===== src/rtl/traffic_intersection_ctrl.sv =====
// Two-road intersection controller with all-red clearance, pedestrian WALK
// over the main road, and a flashing night mode. Lamp outputs are registered.
module traffic_intersection_ctrl #(
  parameter int pSECOND_CNT_VALUE = 99,
  parameter int pMAIN_GREEN_VAL   = 14,
  parameter int pMAIN_YELLOW_VAL  = 2,
  parameter int pSIDE_GREEN_VAL   = 9,
  parameter int pSIDE_YELLOW_VAL  = 2,
  parameter int pALLRED_VAL       = 1,
  parameter int pPED_MIN_GREEN    = 4,
  localparam int M0 = (pMAIN_GREEN_VAL > pMAIN_YELLOW_VAL) ? pMAIN_GREEN_VAL : pMAIN_YELLOW_VAL,
  localparam int M1 = (M0 > pSIDE_GREEN_VAL) ? M0 : pSIDE_GREEN_VAL,
  localparam int M2 = (M1 > pSIDE_YELLOW_VAL) ? M1 : pSIDE_YELLOW_VAL,
  localparam int M3 = (M2 > pALLRED_VAL) ? M2 : pALLRED_VAL,
  localparam int CW = (M3 < 1) ? 1 : $clog2(M3 + 1)
) (
  input  logic          clk,
  input  logic          rst_n,
  input  logic          en,
  input  logic          flash_mode,
  input  logic          ped_req,
  output logic          main_green,
  output logic          main_yellow,
  output logic          main_red,
  output logic          side_green,
  output logic          side_yellow,
  output logic          side_red,
  output logic          ped_walk,
  output logic [CW-1:0] count,
  output logic [2:0]    phase
);

  // state    | meaning
  // MAIN_G   | main road green, side red; may be shortened by a pedestrian request
  // MAIN_Y   | main road yellow, side red
  // ALLRED_A | clearance before side road green
  // SIDE_G   | side road green, main red; WALK lit if a request was pending on entry
  // SIDE_Y   | side road yellow, main red
  // ALLRED_B | clearance before main road green; reset state
  // FLASH    | night mode: main yellow and side red blink together
  localparam logic [2:0] MAIN_G   = 3'd0;
  localparam logic [2:0] MAIN_Y   = 3'd1;
  localparam logic [2:0] ALLRED_A = 3'd2;
  localparam logic [2:0] SIDE_G   = 3'd3;
  localparam logic [2:0] SIDE_Y   = 3'd4;
  localparam logic [2:0] ALLRED_B = 3'd5;
  localparam logic [2:0] FLASH    = 3'd6;

  localparam int PW = (pSECOND_CNT_VALUE < 1) ? 1 : $clog2(pSECOND_CNT_VALUE + 1);

  logic [PW-1:0] presc, presc_nxt;
  logic [CW-1:0] count_nxt;
  logic [2:0]    phase_nxt;
  logic          ped_pending, ped_pending_nxt;
  logic          flash_on, flash_on_nxt;
  logic          ped_walk_nxt;
  logic          tick;
  logic [5:0]    lamps, lamps_nxt;

  function automatic logic [2:0] next_phase(input logic [2:0] ph);
    case (ph)
      MAIN_G:   return MAIN_Y;
      MAIN_Y:   return ALLRED_A;
      ALLRED_A: return SIDE_G;
      SIDE_G:   return SIDE_Y;
      SIDE_Y:   return ALLRED_B;
      default:  return MAIN_G;
    endcase
  endfunction

  function automatic logic [CW-1:0] load_val(input logic [2:0] ph);
    case (ph)
      MAIN_G:  return CW'(pMAIN_GREEN_VAL);
      MAIN_Y:  return CW'(pMAIN_YELLOW_VAL);
      SIDE_G:  return CW'(pSIDE_GREEN_VAL);
      SIDE_Y:  return CW'(pSIDE_YELLOW_VAL);
      default: return CW'(pALLRED_VAL);
    endcase
  endfunction

  // {main_g, main_y, main_r, side_g, side_y, side_r}
  function automatic logic [5:0] lamp_decode(input logic [2:0] ph, input logic fl);
    case (ph)
      MAIN_G:  return 6'b100_001;
      MAIN_Y:  return 6'b010_001;
      SIDE_G:  return 6'b001_100;
      SIDE_Y:  return 6'b001_010;
      FLASH:   return {1'b0, fl, 3'b000, fl};
      default: return 6'b001_001;
    endcase
  endfunction

  assign tick = (presc == PW'(pSECOND_CNT_VALUE));

  always_comb begin
    presc_nxt       = presc;
    count_nxt       = count;
    phase_nxt       = phase;
    ped_pending_nxt = ped_pending;
    flash_on_nxt    = flash_on;
    ped_walk_nxt    = ped_walk;
    if (flash_mode && phase != FLASH) begin
      phase_nxt       = FLASH;
      presc_nxt       = '0;
      count_nxt       = '0;
      ped_pending_nxt = 1'b0;
      flash_on_nxt    = 1'b0;
      ped_walk_nxt    = 1'b0;
    end else if (!flash_mode && phase == FLASH) begin
      phase_nxt    = ALLRED_B;
      count_nxt    = CW'(pALLRED_VAL);
      presc_nxt    = '0;
      flash_on_nxt = 1'b0;
    end else begin
      presc_nxt = tick ? '0 : presc + 1'b1;
      if (phase == FLASH) begin
        if (tick) flash_on_nxt = ~flash_on;
      end else begin
        if (tick) begin
          if (count != '0) begin
            count_nxt = count - 1'b1;
          end else begin
            phase_nxt = next_phase(phase);
            count_nxt = load_val(phase_nxt);
          end
        end
        // A request seen this cycle shortens the green immediately, overriding the tick.
        if (phase == MAIN_G && (ped_pending || ped_req) && count > CW'(pPED_MIN_GREEN))
          count_nxt = CW'(pPED_MIN_GREEN);
        if (ped_req) ped_pending_nxt = 1'b1;
        if (phase != SIDE_G && phase_nxt == SIDE_G) begin
          ped_walk_nxt    = ped_pending;
          ped_pending_nxt = ped_req;
        end else if (phase == SIDE_G && phase_nxt != SIDE_G) begin
          ped_walk_nxt = 1'b0;
        end
      end
    end
    lamps_nxt = lamp_decode(phase_nxt, flash_on_nxt);
  end

  always_ff @(posedge clk or negedge rst_n) begin
    if (!rst_n) begin
      presc       <= '0;
      count       <= CW'(pALLRED_VAL);
      phase       <= ALLRED_B;
      ped_pending <= 1'b0;
      flash_on    <= 1'b0;
      ped_walk    <= 1'b0;
      lamps       <= 6'b001_001;
    end else if (en) begin
      presc       <= presc_nxt;
      count       <= count_nxt;
      phase       <= phase_nxt;
      ped_pending <= ped_pending_nxt;
      flash_on    <= flash_on_nxt;
      ped_walk    <= ped_walk_nxt;
      lamps       <= lamps_nxt;
    end
  end

  assign {main_green, main_yellow, main_red, side_green, side_yellow, side_red} = lamps;

endmodule


===== config.mk =====
export PLATFORM = sky130hd
export DESIGN_NAME = traffic_intersection_ctrl
export DESIGN_NICKNAME = d
export VERILOG_FILES = /design/src/rtl/traffic_intersection_ctrl.sv
export SDC_FILE = /design/constraint.sdc
export NUM_CORES = 1
export LEC_CHECK = 0
export CORE_MARGIN = 3
export CORE_UTILIZATION = 25
export CTS_CLUSTER_DIAMETER = 100
export DETAILED_ROUTE_END_ITERATION = 16
export GPL_TIMING_DRIVEN = 0
export PLACE_DENSITY = 0.45
export SLEW_MARGIN = 15
export SYNTH_ARGS = -nofsm -noshare
export SYNTH_HDL_FRONTEND = slang
export SYNTH_SLANG_ARGS = --single-unit

===== constraint.sdc =====
create_clock -name clk -period 5.2 [get_ports clk]
set_input_delay 1.56 -clock clk [delete_from_list [all_inputs] [get_ports clk]]
set_output_delay 1.56 -clock clk [all_outputs]
set_load 0.01 [all_outputs]

# Yosys cells after proc, flatten, opt, wreduce, memory -nomap -nowiden
# Index checks and enable logic that the tools add are counted.
[op_classes]
n_addsub = 2
magnitude_cmp = 1
n_eq_ne = 20
mux = 39
bitwise = 1
reduce_logical = 19
[ops]
columns = ["operator", "n"]
rows = [
  ["3-bit two-way mux", 13],
  ["6-bit one-hot mux with 5 select lines", 1],
  ["4-bit two-way mux", 6],
  ["7-bit two-way mux", 3],
  ["3-bit by 2-bit equality test with 1-bit output (second input constant)", 5],
  ["3-bit equality test (second input constant)", 5],
  ["3-bit one-hot mux with 5 select lines", 1],
  ["1-bit two-way mux", 14],
  ["4-bit one-hot mux with 3 select lines", 1],
  ["3-bit by 1-bit equality test with 1-bit output (second input constant)", 3],
  ["3-bit zero test", 3],
  ["3-bit by 2-bit inequality test with 1-bit output (second input constant)", 3],
  ["4-bit AND reduction", 2],
  ["4-bit nonzero test", 2],
  ["7-bit by 1-bit adder with 7-bit output (second input constant)", 1],
  ["7-bit equality test (second input constant)", 1],
  ["1-bit logical AND", 6],
  ["3-bit nonzero test", 2],
  ["4-bit by 3-bit greater-than comparator with 1-bit output (second input constant)", 1],
  ["2-bit inequality test (second input constant)", 2],
  ["4-bit by 1-bit subtractor with 4-bit output (second input constant)", 1],
  ["3-bit inequality test (second input constant)", 1],
  ["3-bit AND reduction", 1],
  ["2-bit OR reduction", 1],
  ["other kinds (3)", 3],
]
[word_totals]
ff_bits = 23
inputBits = 5
output_inout_bits = 14
word_cells = 89

# Logic depth before layout (Yosys ltp)
# Gate-level depths: netlist of run 1.
[logic_depth]
depth_word = 19
ltp_mapped = 8

# Worst setup path after synthesis of run 1
# Ideal clock, no wire load.
[synth_path]
path_type = "input-to-reg"
from = "input flash_mode"
to = "register count[2]"
setup_time_ns = 0.128
t_arrival_ns = 2.513
setup_slack_ns = 2.559
cell_stages = 4
n_path_buf = 1
path_cell_list = "buf_1 > a21oi_1 > a31oi_4 > mux2_1"
[synth_between]
elab_chain_len = 4
[synth_lines]
columns = ["element", "line", "text"]
rows = [
  ["start, declared", "20", "input logic flash_mode,"],
  ["1-bit zero test", "109", "end else if (!flash_mode && phase == FLASH) begin"],
  ["1-bit logical AND", "109", ""],
  ["3-bit by 2-bit inequality test with 1-bit output (no source line) (tied with other cells)", "--", ""],
  ["3-bit AND reduction (no source line) / 4-bit two-way mux (equally long branches)", "--", ""],
  ["end signal, assigned", "145", "count <= CW'(pALLRED_VAL);"],
  ["end signal, assigned", "153", "count <= count_nxt;"],
  ["end, declared", "29", "output logic [CW-1:0] count,"],
]
# Several ways; a longest one is shown, not always the timed one.
# A chain may end at the register's enable or synchronous reset.

# Final worst setup path of run 1
# Ends and elaborated chain as after synthesis.

==> results.yml, run 1 <==
grt:
  use_met2_pct: 17.3
  grt_pass1_wl_um: 7180
  use_met3_pct: 1.88
  grt_max_degree: 24
  grt_usage_pct: 12.6
  grt_pass1_vias: 1392
  use_met1_pct: 19.8
  antenna_found_initial: 0
  busiest_layer: "met1"
  grt_overflow: 0
clocking:
  clock_path_buffers: 2
  cts.reportedPaths.clkPinSlew_ns: 0.09
  tritoncts: "built"
  cts_inserted_buffers: 3
  h-tree-depth: 1
  clock_latency_ns: 0.27
  clkSinkCount: 23
  ctsHoldBuffers: 0
  clock_tree.root_cell: "clkbuf_8"
  ctsResizeCount: 0
  post_cts_buffers: 0
timing:
  fin_crit_sh_pct: 62.1
  setup_violations: 0
  max_freq_ghz: 0.310
  clock-skew-final_ns: 0.00285
  fin_tns_setup_ns: 0
  relSlewSlack_pct: 63.7
  period_needed_ns: 3.23
  final-hold-violation-count: 0
  rsz0062_at_grt: "no"
  drv_slew: 0
  worst_pin_slew_ns: 0.545
critical_path:
  crit_path_cell_trace: "clkdlybuf4s50_1 > buf_1 > a21oi_1 > a31oi_4 > mux2_1"
  arrival_ns: 3.39
  cp_data_required_time_ns: 5.36
  worstReg2RegStart: "count[0]"
  crit_path_top_delay_cell: "clkdlybuf4s50_1"
  reg2regPathDepth: 6
  start_kind: "primary input"
  r2r_slack_ns: 3.10
  r2r_end: "count[2]"
  crit_start: "flash_mode"
  worstSetupPathType: "in -> reg"
  end_kind: "register"
  cp_max_fo: 10
  critical_path.endpoint: "count[2]"
  worst_path_largest_cell_delay_ns: 0.55
power:
  seqPwrFrac_pct: 40.0
  comb_power_share_pct: 41.5
  switching_share_pct: 38.7
  p_int_w: 0.000392
  p_switching_w: 0.000247
  clkPwrFrac_pct: 18.5
  ir_drop_uv: 148
  p_leak_nw: 0.714
  powerDensity_nw_per_um2: 350
  design_power_total_w: 0.000640
floorplan:
  num_rows: 27
  die_width_um: 84.1
  die_h_um: 84.1
  initial_utilization_pct: 26.7
  ios: 19
  die_area_um2: 7070
  coreArea_um2: 5710
synth:
  syn_area_um2: 1520
  syn_avg_cell_area_um2: 8.66
  synth_async_sr_flop_share_pct: 100
  synth_seq_cells: 23
  yosysWarnings: 0
  synth_cell_types: 50
  synthCells: 176
  ys_seq_area_share_pct: 38.2
  synth_edf_count: 0
  synth_nets: 183
  synth_flop_cell: "dfrtp_1"
cells_and_area:
  nNetsFinal: 205
  syn_to_final_growth_pct: 19.8
  fin_util_pct: 32.0
  antenna_cells: 0
  drive_gt1_share_pct: 10.7
  design_area_um2: 1830
placement:
  portBuffers: 17
  gp_congestion: 0.860
  dpl_cell_area_um2: 1780
  place_hpwl_um: 3060
status:
  status: "complete, no violations"
detailed_routing:
  ant_nets: 0
  vias_per_cell: 5.16
  drt-pass1-iter-count: 4
  routedWlPerCell_um: 15.7
  drt-initial-drc-count: 79
  drc: 0
  num_vias: 1389
  drt-total-wl_um: 4230
hold_path:
  hold_path_class: "reg -> reg"
job:
  drv_cap: 0
## power groups by stage
stage               sequential (W)  combinational, W  clock (W)
floorplan                 0.000258          0.000168          0
global placement          0.000259          0.000268          0
detailed placement        0.000258          0.000267          0
CTS                       0.000255          0.000268   0.000123
global route              0.000261          0.000297   0.000132
finish                    0.000256          0.000266   0.000118
## sequential cells by signal, summed over array words and instances (netlist names)
signal	count
presc	7
lamps	6
count	4
phase	3
flash_on	1
ped_pending	1
ped_walk	1
## Yosys cell counts, types with 3 or more instances
library cell	instances	share of area, %
a21oi_1	16	5.3
and3_1	3	1.2
buf_2	4	1.3
clkbuf_1	3	0.74
dfrtp_1	18	30
dfstp_2	5	8.6
inv_1	4	0.98
mux2i_1	4	2.6
nand2_1	17	4.2
nand2b_1	4	1.6
nand3_1	9	3.0
nor2_1	14	3.4
nor2b_1	6	2.5
o21ai_0	13	4.3
o21ai_1	7	2.3
o2bb2ai_1	4	2.3
or3_1	3	1.2
xnor2_1	3	1.7
## layout make-up
cell class / count / area, µm²
Clock inverter: 1 / 5.00
Buffer: 11 / 53.8
Timing Repair Buffer: 17 / 165
Fill cell: 608 / 3880
Sequential cell: 23 / 582
Clock buffer: 3 / 41.3
Tap cell: 72 / 90.1
Inverter: 5 / 18.8
Multi-Input combinational cell: 137 / 870
## metal layers
| layer | vias to the layer above | routed length, µm | part of all wire, % |
|---|---|---|---|
| met1 | 653 | 2230 | 53 |
| met4 | 0 | 61 | 1.4 |
| met2 | 45 | 1750 | 41 |
| met3 | 4 | 182 | 4.3 |
| met5 | - | 0 | 0 |
| li1 | 687 | - | - |
## cell families after synthesis
group,synth area share [%]
AOI/OAI and AO/OA,25.6
xor gates and xnor gates,2.87
adders and majority gates,1.64
buffers and inverters,4.76
DFF,38.2
muxes,3.37
and+or+nand+nor,23.6
## worst max-delay path, delay by kind of cell
kind | cells | cell delay, ns
multiplexers | 1 | 0.35
buffers and inverters | 2 | 0.96
AO/OA/AOI/OAI | 2 | 0.52
## cell usage in the layout (no fill, tap or decap), types with 2 or more instances in the layout
cell             synthesis  final
nand2b_1                 4      4
mux2i_1                  4      4
buf_1                    2      2
nor3_1                   2      2
ha_1                     2      2
nor2_1                  14     14
xnor2_1                  3      3
o211ai_1                 2      2
inv_1                    4      4
clkbuf_8                 0      3
a31oi_1                  2      2
nand3_1                  9      9
or3_1                    3      3
o2bb2ai_1                4      4
buf_2                    4      5
clkbuf_1                 3      3
dfstp_2                  5      5
and3_1                   3      3
buf_4                    2      2
xor2_1                   2      2
nand2_1                 17     17
clkdlybuf4s50_1          0     16
dfrtp_1                 18     18
nor2b_1                  6      6
o21ai_1                  7      7
a21oi_1                 16     16
o21ai_0                 13     13
## worst min path at each step
stage	start	to	slack, ns	depth (start not counted)
5_1_grt	lamps[1]	lamps[1]	0.53	1
3_5_place_dp	lamps[1]	lamps[1]	0.47	1
6_report	lamps[1]	lamps[1]	0.50	1
2_1_floorplan	presc[6]	presc[6]	0.48	1
3_3_place_gp	lamps[5]	lamps[5]	0.48	1
4_1_cts	lamps[1]	lamps[1]	0.51	1
## metrics by stage
step | instances | setup WS (ns) | hold slack [ns]
finish | 269 | 1.97 | 0.499
floorplan | 176 | 2.56 | 0.478
global placement | 265 | 1.72 | 0.485
detailed placement | 265 | 1.69 | 0.472
CTS | 269 | 1.99 | 0.506
global route | 269 | 1.89 | 0.532
Power figures use the tool's default switching activity.
==> run 2, diff against run 1 <==
==> constraint.sdc (replaced) <==
create_clock -name clk -period 3.1 [get_ports clk]
set_input_delay 0.93 -clock clk [delete_from_list [all_inputs] [get_ports clk]]
set_output_delay 0.93 -clock clk [all_outputs]
set_load 0.01 [all_outputs]
==> results of run 2 <==
Same layout as run 1 (identical final DEF). Status: complete, no violations.
Main changes from that run: setup slack after placement 1.69 ns -> 0.222 ns; setup slack after layout 1.97 ns -> 0.501 ns; register-to-register setup slack 3.10 ns -> 1.00 ns; total power 0.000640 W -> 0.00107 W; worst IR drop on VDD 148 µV -> 248 µV
==> run 3, diff against run 2 <==
--- a/config.mk
+++ b/config.mk
@@ -10,7 +10,7 @@
 export CTS_CLUSTER_DIAMETER = 100
 export DETAILED_ROUTE_END_ITERATION = 16
 export GPL_TIMING_DRIVEN = 0
-export PLACE_DENSITY = 0.45
+export PLACE_DENSITY = 0.47
 export SLEW_MARGIN = 15
 export SYNTH_ARGS = -nofsm -noshare
 export SYNTH_HDL_FRONTEND = slang
==> constraint.sdc (replaced) <==
create_clock -name clk -period 2.1 [get_ports clk]
set_input_delay 0.63 -clock clk [delete_from_list [all_inputs] [get_ports clk]]
set_output_delay 0.63 -clock clk [all_outputs]
set_load 0.01 [all_outputs]
==> results.yml, run 3 (same netlist as run 1, synthesis figures left out) <==
grt:
  grt_pass1_wl_um: 7130
  grt_overflow: 0
  antenna_found_initial: 0
  grt_usage_pct: 12.4
  grt_pass1_vias: 1415
  grt_max_degree: 24
timing:
  max_freq_ghz: 0.491
  setup_violations: 0
  final-hold-violation-count: 0
  fin_tns_setup_ns: 0
  worst_pin_slew_ns: 0.550
  clock-skew-final_ns: 0.00941
  finalWorstSetupSlack_ns: 0.0622
  relSlewSlack_pct: 63.3
  fin_crit_sh_pct: 97.0
  period_needed_ns: 2.04
  drv_slew: 0
floorplan:
  num_rows: 27
  initial_utilization_pct: 26.7
  die_width_um: 84.1
  ios: 19
  coreArea_um2: 5710
  die_area_um2: 7070
  die_h_um: 84.1
cells_and_area:
  reg_top3: "presc x7, lamps x6, count x4"
  largest-register: "presc"
  largest_reg_flops: 7
  final_cell_mix: "dfrtp_1, nand2_1, a21oi_1, clkdlybuf4s50_1, nor2_1"
  syn_to_final_growth_pct: 22.1
  multi_input_area_um2: 875
  area.sequential_um2: 582
  nFillCells: 609
  final_common_cell: "dfrtp_1"
  nNetsFinal: 209
  design_area_um2: 1860
  antenna_cells: 0
  drive_gt1_share_pct: 12.9
detailed_routing:
  drt-pass1-iter-count: 4
  routedWlPerCell_um: 15.4
  drt-total-wl_um: 4190
  vias_per_cell: 5.15
  drc: 0
  drt-initial-drc-count: 122
  num_vias: 1406
  ant_nets: 0
power:
  ir_drop_uv: 348
  p_leak_nw: 0.735
  design_power_total_w: 0.00161
  powerDensity_nw_per_um2: 867
placement:
  place_ws_ns: -0.414
  place_hpwl_um: 2990
  dpl_cell_area_um2: 1780
  gp_congestion: 0.824
  portBuffers: 17
clocking:
  clock_latency_ns: 0.27
  clock_tree.root_cell: "clkbuf_8"
  h-tree-depth: 1
  tritoncts: "built"
  cts_inserted_buffers: 3
  clkSinkCount: 23
  clock_path_buffers: 2
  ctsHoldBuffers: 0
  cts.reportedPaths.clkPinSlew_ns: 0.09
critical_path:
  crit_buf_inv: 1
  cp_max_fo: 8
  crit_path_cell_trace: "clkdlybuf4s50_1"
  crit_path_top_delay_cell: "clkdlybuf4s50_1"
  cp_data_required_time_ns: 1.47
  r2r_slack_ns: 0.10
  reg2regPathDepth: 8
  end_kind: "output port"
  start_kind: "register"
  worstReg2RegStart: "count[0]"
  arrival_ns: 1.41
  worst_path_largest_cell_delay_ns: 0.60
  worstSetupPathType: "reg -> out"
  worst_path_dominant_cell_family: "buffers and inverters"
  r2r_end: "lamps[3]"
hold_path:
  hold_path_class: "in -> async"
status:
  status: "complete, no violations"
job:
  drv_cap: 0
## run 3: worst max-delay path by stage
stage / startpoint / to / cells past startpoint
after floorplan: count[0] / count[2] / 6
after global placement: flash_mode / count[2] / 5
after detailed placement: flash_mode / count[2] / 5
after CTS: count[0] / count[2] / 6
after global routing: count[1] / lamps[4] / 8
final: count[3] / count[3] / 1
## run 3: metal layers
| metal | vias up | wire length [µm] | global-route usage [%] |
|---|---|---|---|
| li1 | 698 | - | - |
| met5 | - | 0 | 0 |
| met1 | 670 | 2170 | 18.6 |
| met4 | 0 | 67 | 4.68 |
| met3 | 5 | 167 | 1.88 |
| met2 | 33 | 1790 | 17.6 |
## run 3: power breakdown
part,internal [W],switching (W),total (W),leakage (nW)
Clock,0.000136,0.000149,0.000285,0.0228
Sequential,0.000531,0.0000973,0.000629,0.291
Combinational,0.000336,0.000363,0.000699,0.421
## run 3: what timing repair did
| item | in CTS | in global routing |
|---|---|---|
| buffers inserted | 0 | 4 |
| endpoints found under the hold margin | 0 | 0 |
| pin swaps | 0 | 1 |
| setup endpoints to repair | 3 | 7 |
| resized for setup | 1 | 1 |
## run 3: per-stage QoR
stage,util (%),std cells,hold WS [ns]
after floorplan,-,176,0.334
after global placement,31.3,265,0.485
after detailed placement,31.3,265,0.480
after CTS,32.1,269,0.510
after global routing,32.6,273,0.369
final,32.6,273,0.338
## run 3: final cells by class
class / instances / area share (%)
Sequential cell: 23 / 31.3
Timing Repair Buffer: 21 / 10.5
Tap cell: 72 / 4.84
Multi-Input combinational cell: 137 / 47.0
Clock buffer: 4 / 2.42
Inverter: 5 / 1.01
Buffer: 11 / 2.96
